[config.mk]
export PLATFORM = sky130hd
export DESIGN_NAME = dummy_adc_framer
export DESIGN_NICKNAME = d
export VERILOG_FILES = /design/src/rtl/dummy_adc_framer.sv
export SDC_FILE = /design/constraint.sdc
export NUM_CORES = 1
export LEC_CHECK = 0
export CORE_ASPECT_RATIO = 2
export CORE_MARGIN = 4
export CORE_UTILIZATION = 40
export DETAILED_ROUTE_END_ITERATION = 7
export REMOVE_ABC_BUFFERS = 1
export SYNTH_ARGS = -nofsm -noshare
export SYNTH_HDL_FRONTEND = slang
export SYNTH_SLANG_ARGS = --single-unit
export TNS_END_PERCENT = 50
[constraint.sdc]
create_clock -name clk -period 3.9 [get_ports clk]
set_input_delay 0.78 -clock clk [delete_from_list [all_inputs] [get_ports clk]]
set_output_delay 0.78 -clock clk [all_outputs]
set_load 0.05 [all_outputs]
[src/rtl/dummy_adc_framer.sv]
// ADC emulator: emits one multi-channel sample frame per sample tick as a byte
// stream into the slot FIFO, with test patterns, overflow flag and frame counter.
module dummy_adc_framer #(
    parameter int          CLK_DIV         = 256,
    parameter int          NUM_CHANNELS    = 2,
    parameter int          SAMPLE_BYTES    = 3,
    parameter int          FIFO_ADDR_WIDTH = 11,
    parameter logic [31:0] PATTERN         = 32'hDEADBEEF
) (
    input  logic                       clk,
    input  logic                       reset,
    output logic                       fifo_clk,
    output logic [7:0]                 fifo_data,
    output logic                       fifo_write,
    input  logic [FIFO_ADDR_WIDTH-1:0] fifo_addr_in,
    input  logic [FIFO_ADDR_WIDTH-1:0] fifo_addr_out,
    input  logic                       direction,
    input  logic                       enable,
    input  logic [1:0]                 mode,
    output logic                       overflow,
    output logic [15:0]                frame_count
);

    localparam int SAMPLE_BITS = 8 * SAMPLE_BYTES;
    localparam int NB          = NUM_CHANNELS * SAMPLE_BYTES;
    localparam int FRAME_BITS  = 8 * NB;
    localparam int CNT_W       = $clog2(CLK_DIV);
    localparam int IDX_W       = $clog2(NB + 1);

    typedef enum logic [0:0] {
        ST_IDLE = 1'b0,
        ST_SEND = 1'b1
    } state_t;

    state_t                       r_state;
    logic [CNT_W-1:0]             r_tick_cnt;
    logic [FRAME_BITS-1:0]        r_frame;
    logic [IDX_W-1:0]             r_left;

    logic                         w_tick;
    logic                         w_half;
    logic                         w_request;
    logic [FIFO_ADDR_WIDTH-1:0]   w_used;
    logic [FIFO_ADDR_WIDTH-1:0]   w_free;
    logic                         w_space_ok;
    logic [SAMPLE_BITS-1:0]       w_sample;
    logic [FRAME_BITS-1:0]        w_frame;

    assign w_tick    = (r_tick_cnt == CNT_W'(CLK_DIV - 1));
    assign w_half    = (r_tick_cnt == CNT_W'(CLK_DIV / 2 - 1));
    assign w_request = w_tick && direction && enable;

    // Pointer difference wraps naturally at the pointer width.
    assign w_used     = fifo_addr_in - fifo_addr_out;
    assign w_free     = {FIFO_ADDR_WIDTH{1'b1}} - w_used;
    assign w_space_ok = (32'(w_free) >= 32'(NB));

    // Assemble the whole frame from the current mode and frame count; it is
    // captured into r_frame at the accepting tick, which latches both.
    always_comb begin
        w_frame  = '0;
        w_sample = '0;
        for (int c = 0; c < NUM_CHANNELS; c++) begin
            case (mode)
                2'd0: w_sample = PATTERN[SAMPLE_BITS-1:0];
                2'd1: w_sample = SAMPLE_BITS'(frame_count) + SAMPLE_BITS'(c);
                2'd2: begin
                    w_sample = SAMPLE_BITS'(frame_count);
                    w_sample[SAMPLE_BITS-1 -: 8] = 8'(c);
                end
                default: w_sample = '0;
            endcase
            w_frame[c*SAMPLE_BITS +: SAMPLE_BITS] = w_sample;
        end
    end

    // Tick divider, FIFO clock, frame sequencer and status registers.
    always_ff @(posedge clk) begin
        if (reset) begin
            r_state     <= ST_IDLE;
            r_tick_cnt  <= '0;
            r_frame     <= '0;
            r_left      <= '0;
            fifo_clk    <= 1'b0;
            fifo_data   <= 8'h00;
            fifo_write  <= 1'b0;
            overflow    <= 1'b0;
            frame_count <= 16'h0000;
        end else begin
            r_tick_cnt <= w_tick ? '0 : r_tick_cnt + CNT_W'(1);
            if (w_tick || w_half) begin
                fifo_clk <= ~fifo_clk;
            end
            case (r_state)
                ST_IDLE: begin
                    fifo_write <= 1'b0;
                    fifo_data  <= 8'h00;
                    if (w_request) begin
                        if (w_space_ok) begin
                            r_state    <= ST_SEND;
                            r_frame    <= w_frame >> 8;
                            r_left     <= IDX_W'(NB - 1);
                            fifo_write <= 1'b1;
                            fifo_data  <= w_frame[7:0];
                        end else begin
                            overflow <= 1'b1;
                        end
                    end
                end
                ST_SEND: begin
                    // A frame in flight always completes; a tick now is a drop.
                    if (w_request) begin
                        overflow <= 1'b1;
                    end
                    if (r_left != '0) begin
                        fifo_data <= r_frame[7:0];
                        r_frame   <= r_frame >> 8;
                        r_left    <= r_left - IDX_W'(1);
                    end else begin
                        r_state     <= ST_IDLE;
                        fifo_write  <= 1'b0;
                        fifo_data   <= 8'h00;
                        frame_count <= frame_count + 16'd1;
                    end
                end
                default: begin
                    r_state    <= ST_IDLE;
                    fifo_write <= 1'b0;
                    fifo_data  <= 8'h00;
                end
            endcase
        end
    end

endmodule

==> results of run 1 <==
-- flip-flops by register name (all words and copies together), names as in the netlist --
name / flops
r_state: 1
r_left: 3
overflow: 1
r_tick_cnt: 8
fifo_data: 8
fifo_clk: 1
r_frame: 34
frame_count: 16
fifo_write: 1
-- where the power goes --
part | internal [uW] | switching, uW | total (uW)
logic | 105 | 140 | 245
clock network | 508 | 318 | 825
registers | 748 | 1.76 | 750
total | 1360 | 460 | 1820
-- cells by family (layout without fill, tap and decap cells) --
family,after synthesis,count (layout),synth area share
flip-flops,73,73,0.3219
buffers and inverters,70,124,0.06257
AO/OA/AOI/OAI,203,203,0.2963
adder cells (fa/ha/maj),19,19,0.05403
AND/OR/NAND/NOR,180,181,0.1921
XOR/XNOR,21,21,0.04052
multiplexers,14,14,0.03252
-- worst max path at each step --
stage / end / slack (ns)
5_1_grt: r_frame[6]$_SDFFE_PP0P_ / 0.001
4_1_cts: r_frame[28]$_SDFFE_PP0P_ / 0.12
6_report: r_frame[28]$_SDFFE_PP0P_ / 0.19
2_1_floorplan: r_frame[30]$_SDFFE_PP0P_ / -0.08
3_5_place_dp: fifo_data[2]$_SDFF_PP0_ / -0.22
3_3_place_gp: fifo_data[6]$_SDFF_PP0_ / -0.18
-- worst max-delay path: stages --
cell	delay, ns
clkdlybuf4s50_1	0.45
inv_1	0.04
ha_1	0.22
fa_2	0.36
a21oi_2	0.17
nor2_1	0.08
buf_4	0.14
or3_1	0.38
and3_4	0.19
o2111a_2	0.38
or4_4	0.61
o2bb2ai_1	0.15
-- through the flow --
stage / utilization / hold slack (ns)
final: 0.5075 / 0.4463
after detailed placement: 0.4794 / 0.4431
after CTS: 0.5062 / 0.4525
after floorplan: - / 0.4176
after global placement: 0.4794 / 0.4309
after global routing: 0.5075 / 0.4788
-- per-layer routing --
metal	vias to the layer above	GRT usage
met4	0	0.1372
met3	54	0.03263
met5	-	0
li1	2229	-
met1	2138	0.1920
met2	164	0.3836
-- final cells by class --
| cell class | instances | area (um2) |
|---|---|---|
| fill | 1086 | 5424 |
| tap | 140 | 175.2 |
| clock buffer | 10 | 239.0 |
| inverter | 28 | 105.1 |
| multi-input combinational | 438 | 2814 |
| timing repair buffer | 81 | 738.2 |
| clock inverter | 5 | 56.30 |
| sequential | 73 | 1461 |
-- timing repair --
item / in CTS / in global routing
gates resized for setup: 0 / 2
endpoints found under the setup margin: 0 / 9
setup buffers: 0 / 0
hold buffers: 0 / 0
-- cells in the final DEF, fill, tap and decap left out, types with 18 or more instances in the layout --
cell	Yosys	routed
clkdlybuf4s50_1	0	53
ha_1	18	18
o21ai_0	27	27
buf_4	0	27
a21oi_1	60	60
nor2_1	48	48
dfxtp_1	73	73
a211oi_1	29	29
nand2_1	50	50
inv_1	27	27
-- cells in the mapped netlist (all sizes together), types with 7 or more instances --
cell,n,area share
a22oi,8,0.013
xnor2,10,0.019
a211oi,29,0.048
o21ai,35,0.045
mux2i,8,0.018
nor2,49,0.041
dfxtp,73,0.32
clkbuf,31,0.026
buf,11,0.014
nand2,50,0.041
a21oi,61,0.068
ha,18,0.050
and3,8,0.012
nand4,7,0.0096
o211ai,15,0.025
inv,27,0.022
xor2,11,0.021
nor3,11,0.012
or3,8,0.011
nand3,15,0.017
a31oi,15,0.021
==> run metrics, run 1 <==
status=completed; Critical Path RT=about 4.2 ns; number of CTS-inserted buffers=9; Overflow after GRT=0; CTS root buffer=clkbuf_16; finished layout cell area=roughly 5600 um2; H-tree Lvls=3; Layout Skew=approximately 0.0075 ns; Crit. Startpoint=fifo_addr_in[0]; die height=approximately 160 um; DP Area=roughly 5300 um2; Yosys warnings=0; DRC errors left=0; layout cells sized above 1=0.1118; M1 WL=4.745 mm; worst skew pair latency=0.34 ns; Area Growth Syn to Fin=23.13%; DP HPWL=~10 mm; Synth Flop Type=dfxtp_1; Tot Pwr=approximately 1800 uW; maximum clock rate=0.2698 GHz; Initial Util=0.4122; headroom to the max-slew limit=0.3634; clock tree buffer depth=2; Mean Syn Cell Area=between 7 and 8 um2; GRT Resource Usage Total=0.1998; CP Capture Type=flop; Leakage Power=0.002024 uW; routed wl met3=between 500 and 600 um; drt wl/cell=between 15 and 20 um; register bit count reported by yosys=73; setup tns final=0 ns; R2R Path End=r_frame[16]$_SDFFE_PP0P_; Rows=54; nets@finish=just under 700; Max Used Layer=met4; measured slew at the worst slew-check pin=about 0.95 ns; min setup slack post-route=0.1936 ns; RSZ-0062 raised after global routing=false; P per Cell Area=around 330 nW/um2; Ant. Diodes=0; worst path arrival time=slightly below 4 ns; Final period util=0.9504; antenna violations before repair=0; R2R setup slack=between 1 and 1.5 ns; r2r startpoint=r_tick_cnt[0]$_SDFF_PP0_; Hold EP=overflow$_SDFFE_PP0P_; CP max FO=12; worst hold stages=2; Max Cap Viol=0; Reg2Reg Depth=7; antenna viol nets, final=0; # clock sinks=73; post-synth cell types=62; Final setup viols=0; sequential cell area fraction in the yosys report=0.3219; Final Max Tran Viols=0; WL met2=roughly 7.1 mm; Iteration-0 DRC Markers=roughly 330; fin cells=775; Hold Fails Final Rpt=0; CTS tree=yes; Hold Path Origin=overflow$_SDFFE_PP0P_; Post-synth EDFFs=0; DRT Pass-1 Iters=7; first-pass GRT wire length=~21 mm; Routed WL=13.23 mm; PortBufs=54; Clock transition at path regs=about 0.06 ns; Tmin final=3.706 ns; setup slack at placement=-0.2194 ns; DR vias=roughly 4600; Synth Instances=580; vias in the first global route=between 4000 and 5000; Core Area=11010 um2; Die Area=~13000 um2; Startpoint Class=primary input; Mapped Area=4539 um2; Hold Crit Class=flop to flop; Die Width=roughly 83 um; io pins=55; Avg Vias per Cell=approximately 6; largest net degree at the start of global routing=between 50 and 60; Post-Place Cells=759; Peak VDD IR=about 0.00027 V; Placer Congestion=0.8932; Post-synth ARST share=0; Setup CP Type=primary input to flop
No activity file was read; power rests on OpenSTA's default activity.
==> run 2: changes to the inputs <==
--- a/config.mk
+++ b/config.mk
@@ -9,7 +9,7 @@
 export CORE_MARGIN = 4
 export CORE_UTILIZATION = 40
 export DETAILED_ROUTE_END_ITERATION = 7
-export REMOVE_ABC_BUFFERS = 1
+export SLEW_MARGIN = 20
 export SYNTH_ARGS = -nofsm -noshare
 export SYNTH_HDL_FRONTEND = slang
 export SYNTH_SLANG_ARGS = --single-unit
==> run metrics, run 2 (synthesis results as in run 1) <==
RSZ-0062 raised after global routing=true; DR vias=4567 (-0.39%); P per Cell Area=337.4 nW/um2 (+3.6%); nets@finish=681 (+0.44%); Post-CTS Hold Buffers=0 (unchanged); Peak VDD IR=0.0002366 V (-13%); Area Growth Syn to Fin=24.72%; worst skew pair latency=0.34 ns (about the same); clock tree buffer depth=2 (unchanged); DRC errors left=0 (unchanged); clock power share=0.472 (+0.019); largest reg by FF count=r_frame; layout cells sized above 1=0.1174 (+0.005560); Setup CP Type=primary input to flop; die height=158.7 um (unchanged); number of CTS-inserted buffers=9 (unchanged); Final Max Tran Viols=0 (unchanged); worst-path cell chain=clkdlybuf4s50_1, inv_1, ha_1, fa_1, a21oi_2, nor2_1, buf_4, or3_1, and3_4, o2111a_1, or4_4, o21ai_2; worst path arrival time=4.04 ns (+0.07 ns); Sw Ratio=0.2562 (+0.003745); Rows=54 (unchanged); NetSw=489.4 uW (+6.5%); Hold Fails Final Rpt=0 (unchanged); fin cells=779 (+0.52%); Final setup viols=0 (unchanged); measured slew at the worst slew-check pin=0.8654 ns (-0.08951 ns); drt wl/cell=17.48 um (+2.4%); Iteration-0 DRC Markers=311 (-6.3%); GRT Resource Usage Total=0.1996 (about the same); headroom to the max-slew limit=0.4231 (+0.05967); # clock sinks=73 (unchanged); Comb power frac=0.135 (about the same); Post-Place Cells=762 (+0.40%); H-tree Lvls=3 (unchanged); Avg Vias per Cell=5.863 (-0.90%); Clock transition at path regs=0.06 ns (about the same); Layout Skew=0.006119 ns (-0.001372 ns); Core Area=11010 um2 (unchanged); io pins=55 (unchanged); antenna violations before repair=0 (unchanged); DRT Pass-1 Iters=5 (-2); Max Cap Viol=0 (unchanged); CTS root buffer=clkbuf_16; CP max FO=9 (-3); Critical Path RT=4.17 ns (about the same); maximum clock rate=0.2654 GHz (-1.6%); largest net degree at the start of global routing=48 (-7.7%); Routed WL=13.62 mm (+2.9%); Tmin final=3.768 ns (+0.06170 ns); Ant. Diodes=0 (unchanged); most frequent cells in the layout=73 x dfxtp_1, 60 x a21oi_1, 53 x clkdlybuf4s50_1; Final period util=0.9662 (+0.01582); vias in the first global route=4400 (+2.8%); DP HPWL=10.27 mm (+1.4%); Placer Congestion=0.8600 (-3.7%); most common cell after layout, fill and taps aside=dfxtp_1; Die Area=13220 um2 (unchanged); Layout fillers=1090 (+0.37%); Die Width=83.33 um (unchanged); Hold Crit Class=flop to flop; Overflow after GRT=0 (unchanged); largest registers=r_frame x34, frame_count x16; PortBufs=54 (unchanged); Initial Util=0.4122 (unchanged); status=completed; CP Capture Type=flop; CTS tree=yes; Crit path largest cell delay=0.62 ns (about the same); first-pass GRT wire length=21.20 mm (+0.52%); setup tns final=0 ns (unchanged); Leakage Power=0.002053 uW (+1.4%); antenna viol nets, final=0 (unchanged); CP max stage cell=or4_4; max reg flops=34 (unchanged); sequential share of power=0.393 (-0.019); Startpoint Class=primary input; syn nets=627; Pint=1421 uW (+4.4%)
-- run 2: cell count changes in the layout (fill, tap and decap cells not counted), sizes merged --
cell / before / now
o2111a: 1 / 2
buf: 28 / 31
bufinv: 1 / 2
clkinv: 4 / 3
clkinvlp: 1 / 2
or4: 7 / 6
-- run 2: metal layers --
layer | vias up | wire length [um] | track usage
li1 | 2237 | - | -
met1 | 2137 | 5001 | 0.1843
met2 | 150 | 7351 | 0.3966
met3 | 43 | 542 | 0.03418
met4 | 0 | 722 | 0.1263
met5 | - | 0 | 0
-- run 2: final timing paths --
kind	startpoint	end	slack, ns	depth (start not counted)
max	fifo_addr_in[0]	fifo_data[2]$_SDFF_PP0_	0.13	12
min	overflow$_SDFFE_PP0P_	overflow$_SDFFE_PP0P_	0.45	2
min reg2reg	overflow$_SDFFE_PP0P_	overflow$_SDFFE_PP0P_	0.45	2
max reg2reg	frame_count[2]$_SDFFE_PP0P_	r_frame[29]$_SDFFE_PP0P_	1.00	7
-- run 2: power by group through the flow --
stage	clock network, uW	logic (uW)	registers [uW]
2_1_floorplan	0	154	766
3_3_place_gp	0	242	766
3_5_place_dp	0	245	767
4_1_cts	915	246	750
5_1_grt	940	283	750
6_report	901	259	750
-- run 2: through the flow --
| step | instance area (um2) | setup slack (ns) | power [uW] | hold slack (ns) | util |
|---|---|---|---|---|---|
| 2_1_floorplan | 4539 | 0.5147 | 919.9 | 0.4176 | - |
| 3_3_place_gp | 5303 | -0.1752 | 1009 | 0.4318 | 0.4815 |
| 3_5_place_dp | 5303 | -0.2433 | 1012 | 0.4366 | 0.4815 |
| 4_1_cts | 5624 | 0.09476 | 1911 | 0.4465 | 0.5107 |
| 5_1_grt | 5662 | -0.01334 | 1973 | 0.4649 | 0.5141 |
| 6_report | 5662 | 0.1319 | 1910 | 0.4471 | 0.5141 |
-- run 2: worst max-delay path, delay by kind of cell --
family,cells,cell delay (ns)
buffers and inverters,3,0.63
AOI/OAI and AO/OA,3,0.73
and+or+nand+nor,4,1.28
adders and majority gates,2,0.62
-- run 2: final cells by class --
class,count,area [um2],area share
multi-input cells,438,2838,0.5012
flip-flops and latches,73,1461,0.2581
well taps,140,175.2,0.03094
clock inverters,6,92.59,0.01635
inverters,28,105.1,0.01856
clock buffers,10,229.0,0.04044
repair buffers,84,760.7,0.1344
-- run 2: repair_timing --
action,4_1_cts,5_1_grt
buffers inserted,0,0
endpoints found under the setup margin,0,9
endpoints found under the hold margin,0,0
resized for setup,0,4
==> run 3: changes to the inputs <==
--- a/config.mk
+++ b/config.mk
@@ -8,6 +8,7 @@
 export CORE_ASPECT_RATIO = 2
 export CORE_MARGIN = 4
 export CORE_UTILIZATION = 40
+export CTS_CLUSTER_SIZE = 20
 export DETAILED_ROUTE_END_ITERATION = 7
 export SLEW_MARGIN = 20
 export SYNTH_ARGS = -nofsm -noshare
==> constraint.sdc (replaced) <==
create_clock -name clk -period 3.99 [get_ports clk]
set_input_delay 0.798 -clock clk [delete_from_list [all_inputs] [get_ports clk]]
set_output_delay 0.798 -clock clk [all_outputs]
set_load 0.05 [all_outputs]
==> run metrics, run 3 (synthesis results as in run 1) <==
Area Growth Syn to Fin=22.82%; CTS tree=yes; Layout fillers=1103 (+1.2%); R2R Path End=r_frame[29]$_SDFFE_PP0P_; measured slew at the worst slew-check pin=1.041 ns (+0.1758 ns); Final period util=0.9546; worst skew pair latency=0.34 ns (about the same); CP max FO=11 (+2); worst hold stages=2 (unchanged); H-tree Lvls=3 (unchanged); Die Area=13220 um2 (unchanged); largest reg by FF count=r_frame; PortBufs=54 (unchanged); largest registers=r_frame x34, frame_count x16; Routed WL=13.37 mm (-1.8%); maximum clock rate=~0.26 GHz; Reg2Reg Depth=7 (unchanged); Rows=54 (unchanged); largest net degree at the start of global routing=55 (+15%); GRT Resource Usage Total=0.2018 (+0.002191); antenna viol nets, final=0 (unchanged); Layout Skew=0.009090 ns (+0.002971 ns); antenna violations before repair=0 (unchanged); Post-CTS Hold Buffers=0 (unchanged); Placer Congestion=0.8510 (-1.0%); Iteration-0 DRC Markers=264 (-15%); Avg Vias per Cell=5.840 (-0.38%); layout cells sized above 1=0.1116 (-0.005736); DR vias=4532 (-0.77%); met2 Usage GRT=0.3913 (-0.005360); headroom to the max-slew limit=0.3059 (-0.1172); worst-path cell chain=clkdlybuf4s50_1, inv_1, ha_1, fa_1, a21oi_2, nor2_1, buf_4, or3_1, and3_4, o2111a_2, or4_4, o21ai_2; met1 Usage GRT=0.1929 (+0.008646); Ant. Diodes=0 (unchanged); drt wl/cell=17.23 um (-1.5%); Crit path largest cell delay=0.61 ns (about the same); Hold Crit Class=flop to flop; CTS root buffer=clkbuf_16; Final Max Tran Viols=0 (unchanged); CP max stage cell=or4_4; status=completed; fin cells=776 (-0.39%); Clock transition at path regs=0.07 ns (about the same); P per Cell Area=313.9 nW/um2 (-7.0%); first-pass GRT wire length=21.43 mm (+1.1%); Core Area=11010 um2 (unchanged); setup tns final=0 ns (unchanged); syn nets=627 (unchanged); most common cell after layout, fill and taps aside=dfxtp_1; busiest grt layer=met2; most frequent cells in the layout=73 x dfxtp_1, 60 x a21oi_1, 53 x clkdlybuf4s50_1; vias in the first global route=4439 (+0.89%); max reg flops=34 (unchanged); RSZ-0062 raised after global routing=false; Leakage Power=0.002015 uW (-1.8%); DRC errors left=0 (unchanged); Tmin final=3.809 ns; met3 usage=0.02900 (-0.005179); Die Width=83.33 um (unchanged); Setup CP Type=primary input to flop; post-CTS setup buffers=0 (unchanged); Final setup viols=0 (unchanged); Initial Util=0.4122 (unchanged); Post-Place Cells=760 (-0.26%); io pins=55 (unchanged); DRT Pass-1 Iters=5 (unchanged); Hold EP=overflow$_SDFFE_PP0P_; worst path arrival time=4.08 ns (+0.04 ns); DP HPWL=10.26 mm (about the same); CP Capture Type=flop; Max Cap Viol=0 (unchanged); post-cts resize count=0 (unchanged); number of CTS-inserted buffers=9 (unchanged); R2R setup slack=1.13 ns (+0.13 ns); buffers and inverters on the worst path=3 (unchanged); Hold Fails Final Rpt=0 (unchanged); Critical Path RT=4.26 ns (+0.09 ns); CP top delay family=simple AND/OR/NAND/NOR gates; Overflow after GRT=0 (unchanged); nets@finish=678 (-0.44%); die height=158.7 um (unchanged); Startpoint Class=primary input; # clock sinks=73 (unchanged); Peak VDD IR=0.0001996 V (-16%); clock tree buffer depth=2 (unchanged); r2r startpoint=frame_count[0]$_SDFFE_PP0P_; Hold Path Origin=overflow$_SDFFE_PP0P_
-- run 3: layout make-up --
| cell class | instances | area [um2] | share of cell area |
|---|---|---|---|
| Tap cell | 140 | 175.2 | 0.03142 |
| Clock buffer | 10 | 239.0 | 0.04286 |
| Multi-Input combinational cell | 437 | 2800 | 0.5022 |
| Inverter | 28 | 105.1 | 0.01885 |
| Timing Repair Buffer | 82 | 745.7 | 0.1338 |
| Clock inverter | 6 | 48.80 | 0.008752 |
| Sequential cell | 73 | 1461 | 0.2621 |
-- run 3: power by group --
group | internal [uW] | switching (uW)
Combinational | 103 | 135
Clock | 443 | 336
Sequential | 731 | 1.63
Total | 1280 | 473
-- run 3: metrics by stage --
| step | hold slack [ns] | util | setup slack [ns] | area, um2 | power, uW |
|---|---|---|---|---|---|
| 2_1_floorplan | 0.4176 | - | 0.5867 | 4539 | 899.2 |
| 3_3_place_gp | 0.4325 | 0.4801 | -0.1127 | 5288 | 982.7 |
| 3_5_place_dp | 0.4366 | 0.4801 | -0.1831 | 5288 | 985.6 |
| 4_1_cts | 0.4469 | 0.5062 | 0.1683 | 5575 | 1762 |
| 5_1_grt | 0.4655 | 0.5062 | 0.01885 | 5575 | 1814 |
| 6_report | 0.4464 | 0.5062 | 0.1810 | 5575 | 1750 |
-- run 3: worst register-to-register path: cells and delay by family, from the launching register on --
| family | cells | cell delay [ns] |
|---|---|---|
| AOI/OAI and AO/OA | 3 | 0.56 |
| DFF | 1 | 0.58 |
| muxes | 1 | 0.24 |
| and+or+nand+nor | 3 | 1.34 |
-- run 3: worst max path at each step --
stage                    start                        to  slack [ns]  depth (start not counted)
4_1_cts        fifo_addr_in[0]   fifo_data[5]$_SDFF_PP0_        0.17                         12
3_3_place_gp   fifo_addr_in[0]   fifo_data[0]$_SDFF_PP0_       -0.11                         12
3_5_place_dp   fifo_addr_in[0]   fifo_data[5]$_SDFF_PP0_       -0.18                         12
2_1_floorplan  fifo_addr_in[0]   fifo_data[1]$_SDFF_PP0_        0.59                         11
5_1_grt        fifo_addr_in[0]  r_frame[26]$_SDFFE_PP0P_        0.02                         14
6_report       fifo_addr_in[0]   fifo_data[5]$_SDFF_PP0_        0.18                         12
-- run 3: layer usage --
metal  vias to the layer above  routed length (um)
met5                         -                   0
met4                         0                 775
met3                        50                 487
met2                       147                7212
met1                      2106                4891
li1                       2229                   -
